===== src/rtl/instr_encoder.sv =====
// MIPS instruction encoder: turns symbolic fields into 32-bit words and
// streams them into instruction memory at an auto-incrementing address.
module instr_encoder #(
    parameter int ADDR_W    = 8,
    parameter int DEPTH     = 256,
    parameter int BASE_ADDR = 0
) (
    input  logic              clk,
    input  logic              rst,
    input  logic              clear,
    input  logic              in_valid,
    output logic              in_ready,
    input  logic [3:0]        in_op,
    input  logic [4:0]        in_rs,
    input  logic [4:0]        in_rt,
    input  logic [4:0]        in_rd,
    input  logic [4:0]        in_shamt,
    input  logic [15:0]       in_imm,
    input  logic [25:0]       in_target,
    output logic              im_we,
    output logic [ADDR_W-1:0] im_addr,
    output logic [31:0]       im_wdata,
    output logic [ADDR_W:0]   word_count,
    output logic              full,
    output logic              err_illegal
);

    localparam logic [ADDR_W:0]   DEPTH_C = (ADDR_W+1)'(DEPTH);
    localparam logic [ADDR_W-1:0] BASE_C  = ADDR_W'(BASE_ADDR);

    typedef enum logic [3:0] {
        OP_SLL  = 4'd0,  OP_SRL = 4'd1,  OP_SRA = 4'd2,  OP_ORI = 4'd3,
        OP_AND  = 4'd4,  OP_OR  = 4'd5,  OP_ADD = 4'd6,  OP_SLTI = 4'd7,
        OP_SLT  = 4'd8,  OP_J   = 4'd9,  OP_BEQ = 4'd10, OP_BNE = 4'd11,
        OP_LUI  = 4'd12, OP_SW  = 4'd13, OP_LW  = 4'd14, OP_ILL = 4'd15
    } op_e;

    typedef struct packed {
        logic [4:0]  rs;
        logic [4:0]  rt;
        logic [4:0]  rd;
        logic [4:0]  shamt;
        logic [15:0] imm;
        logic [25:0] target;
    } req_t;

    req_t              req;
    op_e               op;
    logic [31:0]       enc;
    logic              legal;
    logic              accept;
    logic              acc_wr;
    logic              acc_ill;

    logic [ADDR_W-1:0] ptr;
    logic [ADDR_W:0]   cnt;
    logic              we_q;
    logic              err_q;
    logic [ADDR_W-1:0] addr_q;
    logic [31:0]       wdata_q;

    assign req   = '{rs: in_rs, rt: in_rt, rd: in_rd, shamt: in_shamt,
                     imm: in_imm, target: in_target};
    assign op    = op_e'(in_op);
    assign legal = (op != OP_ILL);

    // Shifts zero rs and non-shift R-types zero shamt so the decoder sees
    // canonical words regardless of what the loader left in unused fields.
    function automatic logic [31:0] rtype(input logic [4:0] rs, input logic [4:0] rt,
                                          input logic [4:0] rd, input logic [4:0] sh,
                                          input logic [5:0] funct);
        return {6'b000000, rs, rt, rd, sh, funct};
    endfunction

    function automatic logic [31:0] itype(input logic [5:0] opc, input logic [4:0] rs,
                                          input logic [4:0] rt, input logic [15:0] imm);
        return {opc, rs, rt, imm};
    endfunction

    always_comb begin
        enc = 32'h0;
        case (op)
            OP_SLL:  enc = rtype(5'd0,   req.rt, req.rd, req.shamt, 6'b000000);
            OP_SRL:  enc = rtype(5'd0,   req.rt, req.rd, req.shamt, 6'b000010);
            OP_SRA:  enc = rtype(5'd0,   req.rt, req.rd, req.shamt, 6'b000011);
            OP_AND:  enc = rtype(req.rs, req.rt, req.rd, 5'd0,      6'b100100);
            OP_OR:   enc = rtype(req.rs, req.rt, req.rd, 5'd0,      6'b100101);
            OP_ADD:  enc = rtype(req.rs, req.rt, req.rd, 5'd0,      6'b100000);
            OP_SLT:  enc = rtype(req.rs, req.rt, req.rd, 5'd0,      6'b101010);
            OP_ORI:  enc = itype(6'b001101, req.rs, req.rt, req.imm);
            OP_SLTI: enc = itype(6'b001010, req.rs, req.rt, req.imm);
            OP_BEQ:  enc = itype(6'b000100, req.rs, req.rt, req.imm);
            OP_BNE:  enc = itype(6'b000101, req.rs, req.rt, req.imm);
            OP_LUI:  enc = itype(6'b001111, 5'd0,   req.rt, req.imm);
            OP_SW:   enc = itype(6'b101011, req.rs, req.rt, req.imm);
            OP_LW:   enc = itype(6'b100011, req.rs, req.rt, req.imm);
            OP_J:    enc = {6'b000010, req.target};
            default: enc = 32'h0;
        endcase
    end

    assign full     = (cnt == DEPTH_C);
    assign in_ready = !rst && !clear && !full;
    assign accept   = in_valid && in_ready;
    assign acc_wr   = accept && legal;
    assign acc_ill  = accept && !legal;

    always_ff @(posedge clk) begin
        if (rst) begin
            ptr     <= BASE_C;
            cnt     <= '0;
            we_q    <= 1'b0;
            err_q   <= 1'b0;
            addr_q  <= BASE_C;
            wdata_q <= 32'h0;
        end else begin
            we_q  <= acc_wr;
            err_q <= acc_ill;
            if (acc_wr) begin
                addr_q  <= ptr;
                wdata_q <= enc;
            end
            // accept is blocked while clear is high, so the two never collide
            if (clear) begin
                ptr <= BASE_C;
                cnt <= '0;
            end else if (acc_wr) begin
                ptr <= ptr + 1'b1;
                cnt <= cnt + 1'b1;
            end
        end
    end

    // A strobe staged before a reset must not reach memory in the reset cycle.
    assign im_we       = we_q && !rst;
    assign err_illegal = err_q && !rst;
    assign im_addr     = addr_q;
    assign im_wdata    = wdata_q;
    assign word_count  = cnt;

endmodule


===== config.mk =====
export PLATFORM = sky130hd
export DESIGN_NAME = instr_encoder
export DESIGN_NICKNAME = d
export VERILOG_FILES = /design/src/rtl/instr_encoder.sv
export SDC_FILE = /design/constraint.sdc
export NUM_CORES = 1
export LEC_CHECK = 0
export BUFFER_PORTS_ARGS = -buffer_cell sky130_fd_sc_hd__buf_2
export CELL_PAD_IN_SITES_DETAIL_PLACEMENT = 1
export CELL_PAD_IN_SITES_GLOBAL_PLACEMENT = 2
export CORE_MARGIN = 2
export CORE_UTILIZATION = 26
export CTS_BUF_LIST = sky130_fd_sc_hd__clkbuf_8
export CTS_CLUSTER_SIZE = 25
export DETAILED_ROUTE_END_ITERATION = 8
export GPL_ROUTABILITY_DRIVEN = 1
export PLACE_DENSITY_LB_ADDON = 0.3
export SYNTH_ARGS = -nofsm -noshare
export SYNTH_HDL_FRONTEND = slang
export SYNTH_SLANG_ARGS = --single-unit

===== constraint.sdc =====
create_clock -name clk -period 1.72 [get_ports clk]
set_input_delay 0.172 -clock clk [delete_from_list [all_inputs] [get_ports clk]]
set_output_delay 0.172 -clock clk [all_outputs]
set_load 0.05 [all_outputs]

==> flow_metrics.env <==
export IMPL_cts_root_buf="clkbuf_8"
export IMPL_io_buffers=121
export IMPL_synth_area_mm2=0.003263
export IMPL_cts_path_max_buffers=2
export IMPL_synth_avg_cell_area_um2=8.633
export IMPL_crit_start="word_count[3]$_SDFFE_PP0P_"
export IMPL_cts_htree_levels=3
export IMPL_drive_gt1_share_pct=54.60
export IMPL_p_leak_nw=2.094
export IMPL_ys_top_cells_by_area="dfxtp_1, a211oi_2, nand2_1"
export IMPL_dp_hpwl_um=8501
export IMPL_synth_cell_types=56
export IMPL_syn_inst=378
export IMPL_grtUsageTotal_pct=18.44
export IMPL_finClkSkew_ns=0.005886
export IMPL_max_clock_freq_ghz=0.5382
export IMPL_first_pass_iters=4
export IMPL_clock_power_share_pct=34.7
export IMPL_max_cap_violations=0
export IMPL_synth_edf_count=0
export IMPL_layout_nets=601
export IMPL_ys_ff_latch=58
export IMPL_drtIter0Drc=81
export IMPL_r2r_setup_slack_ns=-0.14
export IMPL_slew_headroom_pct=55.79
export IMPL_synth_seq_area_share_pct=35.58
export IMPL_finalCritPeriodShare_pct=108.0
export IMPL_area_growth_pct=56.33
export IMPL_crit_fanout=4
export IMPL_die_y_um=116.0
export IMPL_combPwrFrac_pct=24.0
export IMPL_wl_per_cell_um=17.06
export IMPL_seqPwrFrac_pct=41.4
export IMPL_setup_violations=56
export IMPL_switching_power_mw=1.068
export IMPL_maxSlewViolCount=0
export IMPL_dpl_cell_area_mm2=0.004298
export IMPL_final_area_mm2=0.005101
export IMPL_intPower_mw=2.346
export IMPL_synth_warnings=0
export IMPL_power_total_mw=3.414
export IMPL_grt_pass1_vias=3648
export IMPL_violations="setup timing"
export IMPL_r2r_end="im_wdata[0]$_SDFFE_PP0P_"
export IMPL_grt_max_degree=42
export IMPL_post_route_util_pct=42.12
export IMPL_worstHoldEndpoint="im_wdata[4]$_SDFFE_PP0P_"
export IMPL_tns_ns=-4.394
export IMPL_period_minus_slack_ns=1.858
export IMPL_switching_share_pct=31.28
export IMPL_placedCellCount=673
export IMPL_holdBufCountCts=0
export IMPL_die_area_mm2=0.01346
export IMPL_synthFlopType="dfxtp_1"
export IMPL_cp_num_buf_inv=3
export IMPL_hp_class="in2reg"
export IMPL_vias=3528
export IMPL_hold_depth=3
export IMPL_status="complete, but fails checks"
export IMPL_cp_required_ns=1.96
export IMPL_start_util_pct=26.94
export IMPL_r2r_cells=6
export IMPL_placementRows=40
export IMPL_worst_endpoint_arrival_ns=2.09
export IMPL_worstSkewPairLatency_ns=0.35
export IMPL_fp_coreArea_mm2=0.01211
export IMPL_cts_tree="done"
export IMPL_cp_start_kind="register"
export IMPL_antenna_found_initial=0
export IMPL_fin_ws_ns=-0.1379
export IMPL_vias_per_cell=5.033
export IMPL_rsz0062_at_grt="yes"
export IMPL_ys_async_sr_fraction_pct=0
export IMPL_worst_pin_slew_ns=0.6632
export IMPL_clk_pin_slew_ns=0.06
export IMPL_clock_sinks=58
export IMPL_syn_nets=451
export IMPL_drc=0
export IMPL_p_per_area_mw_per_mm2=669.3
export IMPL_whs_ns=0.1299
export IMPL_final_cells=701
export IMPL_crit_family="simple AND/OR/NAND/NOR gates"
export IMPL_cp_slowest_cell="or4_4"
export IMPL_critPathKind="reg2reg"
export IMPL_max_stage_delay_ns=0.56
export IMPL_fillers=1436
export IMPL_path_cells="or4_4 -> o211ai_4 -> buf_12 -> inv_4 -> buf_4 -> o221a_1"
export IMPL_hp_start="in_imm[4]"
export IMPL_io_pins=123
export IMPL_synth_top_cell_by_area="dfxtp_1"
export IMPL_overflow=0
export IMPL_synth_top_area_share_pct=35.58
export IMPL_end_kind="register"
export IMPL_hold_viol_final=0
export IMPL_dieWidth_um=116.0
export IMPL_cts_buffers=9
export IMPL_rr_startpoint="word_count[3]$_SDFFE_PP0P_"
export IMPL_grt_pass1_wl_um=19040
export IMPL_gp_congestion=0.7757
export IMPL_antenna_cells=0
export IMPL_ant_nets=0
export IMPL_pre_cts_ws_ns=-0.09772
export IMPL_wirelength_um=11960
export IMPL_ir_worst_vdd_mv=0.2999
[power groups by stage]
stage | sequential [mW] | clock, mW | combinational [mW]
finish | 1.41 | 1.18 | 0.818
global route | 1.42 | 1.31 | 0.880
CTS | 1.41 | 1.24 | 0.808
detailed placement | 1.43 | 0 | 0.712
global placement | 1.43 | 0 | 0.699
floorplan | 1.56 | 0 | 0.337
[layout by cell type (no fill, tap or decap), types with 11 or more instances in the layout]
cell type  Yosys  final
dfxtp_1       58     49
nor2_1        37     13
buf_4          4     30
a211oi_2      15     14
a21oi_2        0     11
nor2_4         0     21
nand3_1       18     16
buf_2          7    119
a21oi_1       23     12
nand2_1       40     27
a221oi_1      11     11
[flip-flops by register name (all words and copies together) (netlist names)]
register and cells:
im_wdata 31, word_count 9, im_addr 8, ptr 8, err_q 1, we_q 1
[timing repair]
item | in CTS | in global routing
endpoints found under the hold margin | 0 | 0
gates resized for setup | 84 | 35
cloned | 6 | 0
setup endpoints to repair | 46 | 58
buffers inserted | 5 | 1
pin swaps | 26 | 21
[layer usage]
metal  track usage, %  part of all wire (%)  up-vias
li1                 -                     -     1721
met1            21.39                    42     1701
met2            32.48                    50       96
met3            6.538                   6.8       10
met4            4.524                  0.83        0
met5                0                     0        -
[synth_stat cells, drive strengths merged (4+ instances only)]
| cell | count |
|---|---|
| a311oi | 8 |
| a211oi | 18 |
| a22o | 9 |
| o21ai | 10 |
| o211ai | 4 |
| inv | 5 |
| a22oi | 10 |
| or4 | 5 |
| a21oi | 23 |
| nor2b | 6 |
| buf | 18 |
| nand2b | 5 |
| nor3b | 7 |
| a31oi | 7 |
| o31ai | 5 |
| a21bo | 5 |
| nand4 | 6 |
| mux2i | 9 |
| a221oi | 11 |
| dfxtp | 58 |
| nor2 | 37 |
| nor3 | 7 |
| nand3 | 18 |
| clkbuf | 16 |
| nand2 | 40 |
[cell families (layout without fill, tap and decap cells)]
group / after synthesis / after routing / synth area share [%]
buf+inv: 40 / 195 / 6.250
simple gates: 146 / 146 / 22.70
xor+xnor: 3 / 3 / 0.8054
mux: 9 / 9 / 2.761
flops: 58 / 58 / 35.58
other cells: 1 / 1 / 0.1149
fa+ha+maj: 4 / 4 / 1.457
compound gates: 117 / 117 / 30.33
[worst min-delay path: stages]
cell      delay [ns]
buf_2           0.11
nand2_1         0.08
a211oi_2        0.07
[how the worst max path moves through the flow]
stage	to	slack (ns)	cells after the start
3_5_place_dp	im_wdata[19]$_SDFFE_PP0P_	-0.1	6
6_report	im_wdata[0]$_SDFFE_PP0P_	-0.14	6
5_1_grt	in_ready	-0.20	5
3_3_place_gp	im_wdata[19]$_SDFFE_PP0P_	-0.04	6
2_1_floorplan	im_wdata[0]$_SDFFE_PP0P_	-0.13	5
4_1_cts	in_ready	-0.15	5
[layout make-up]
class	instances	area (um^2)	area share (%)
Multi-Input combinational cell	280	2276	44.62
Timing Repair Buffer	171	1202	23.57
Sequential cell	58	1182	23.18
Tap cell	168	210.2	4.121
Clock buffer	9	123.9	2.428
Clock inverter	7	53.80	1.055
Inverter	6	35.03	0.6868
Timing Repair inverter	2	17.52	0.3434
(Power assumes the default switching activity.)
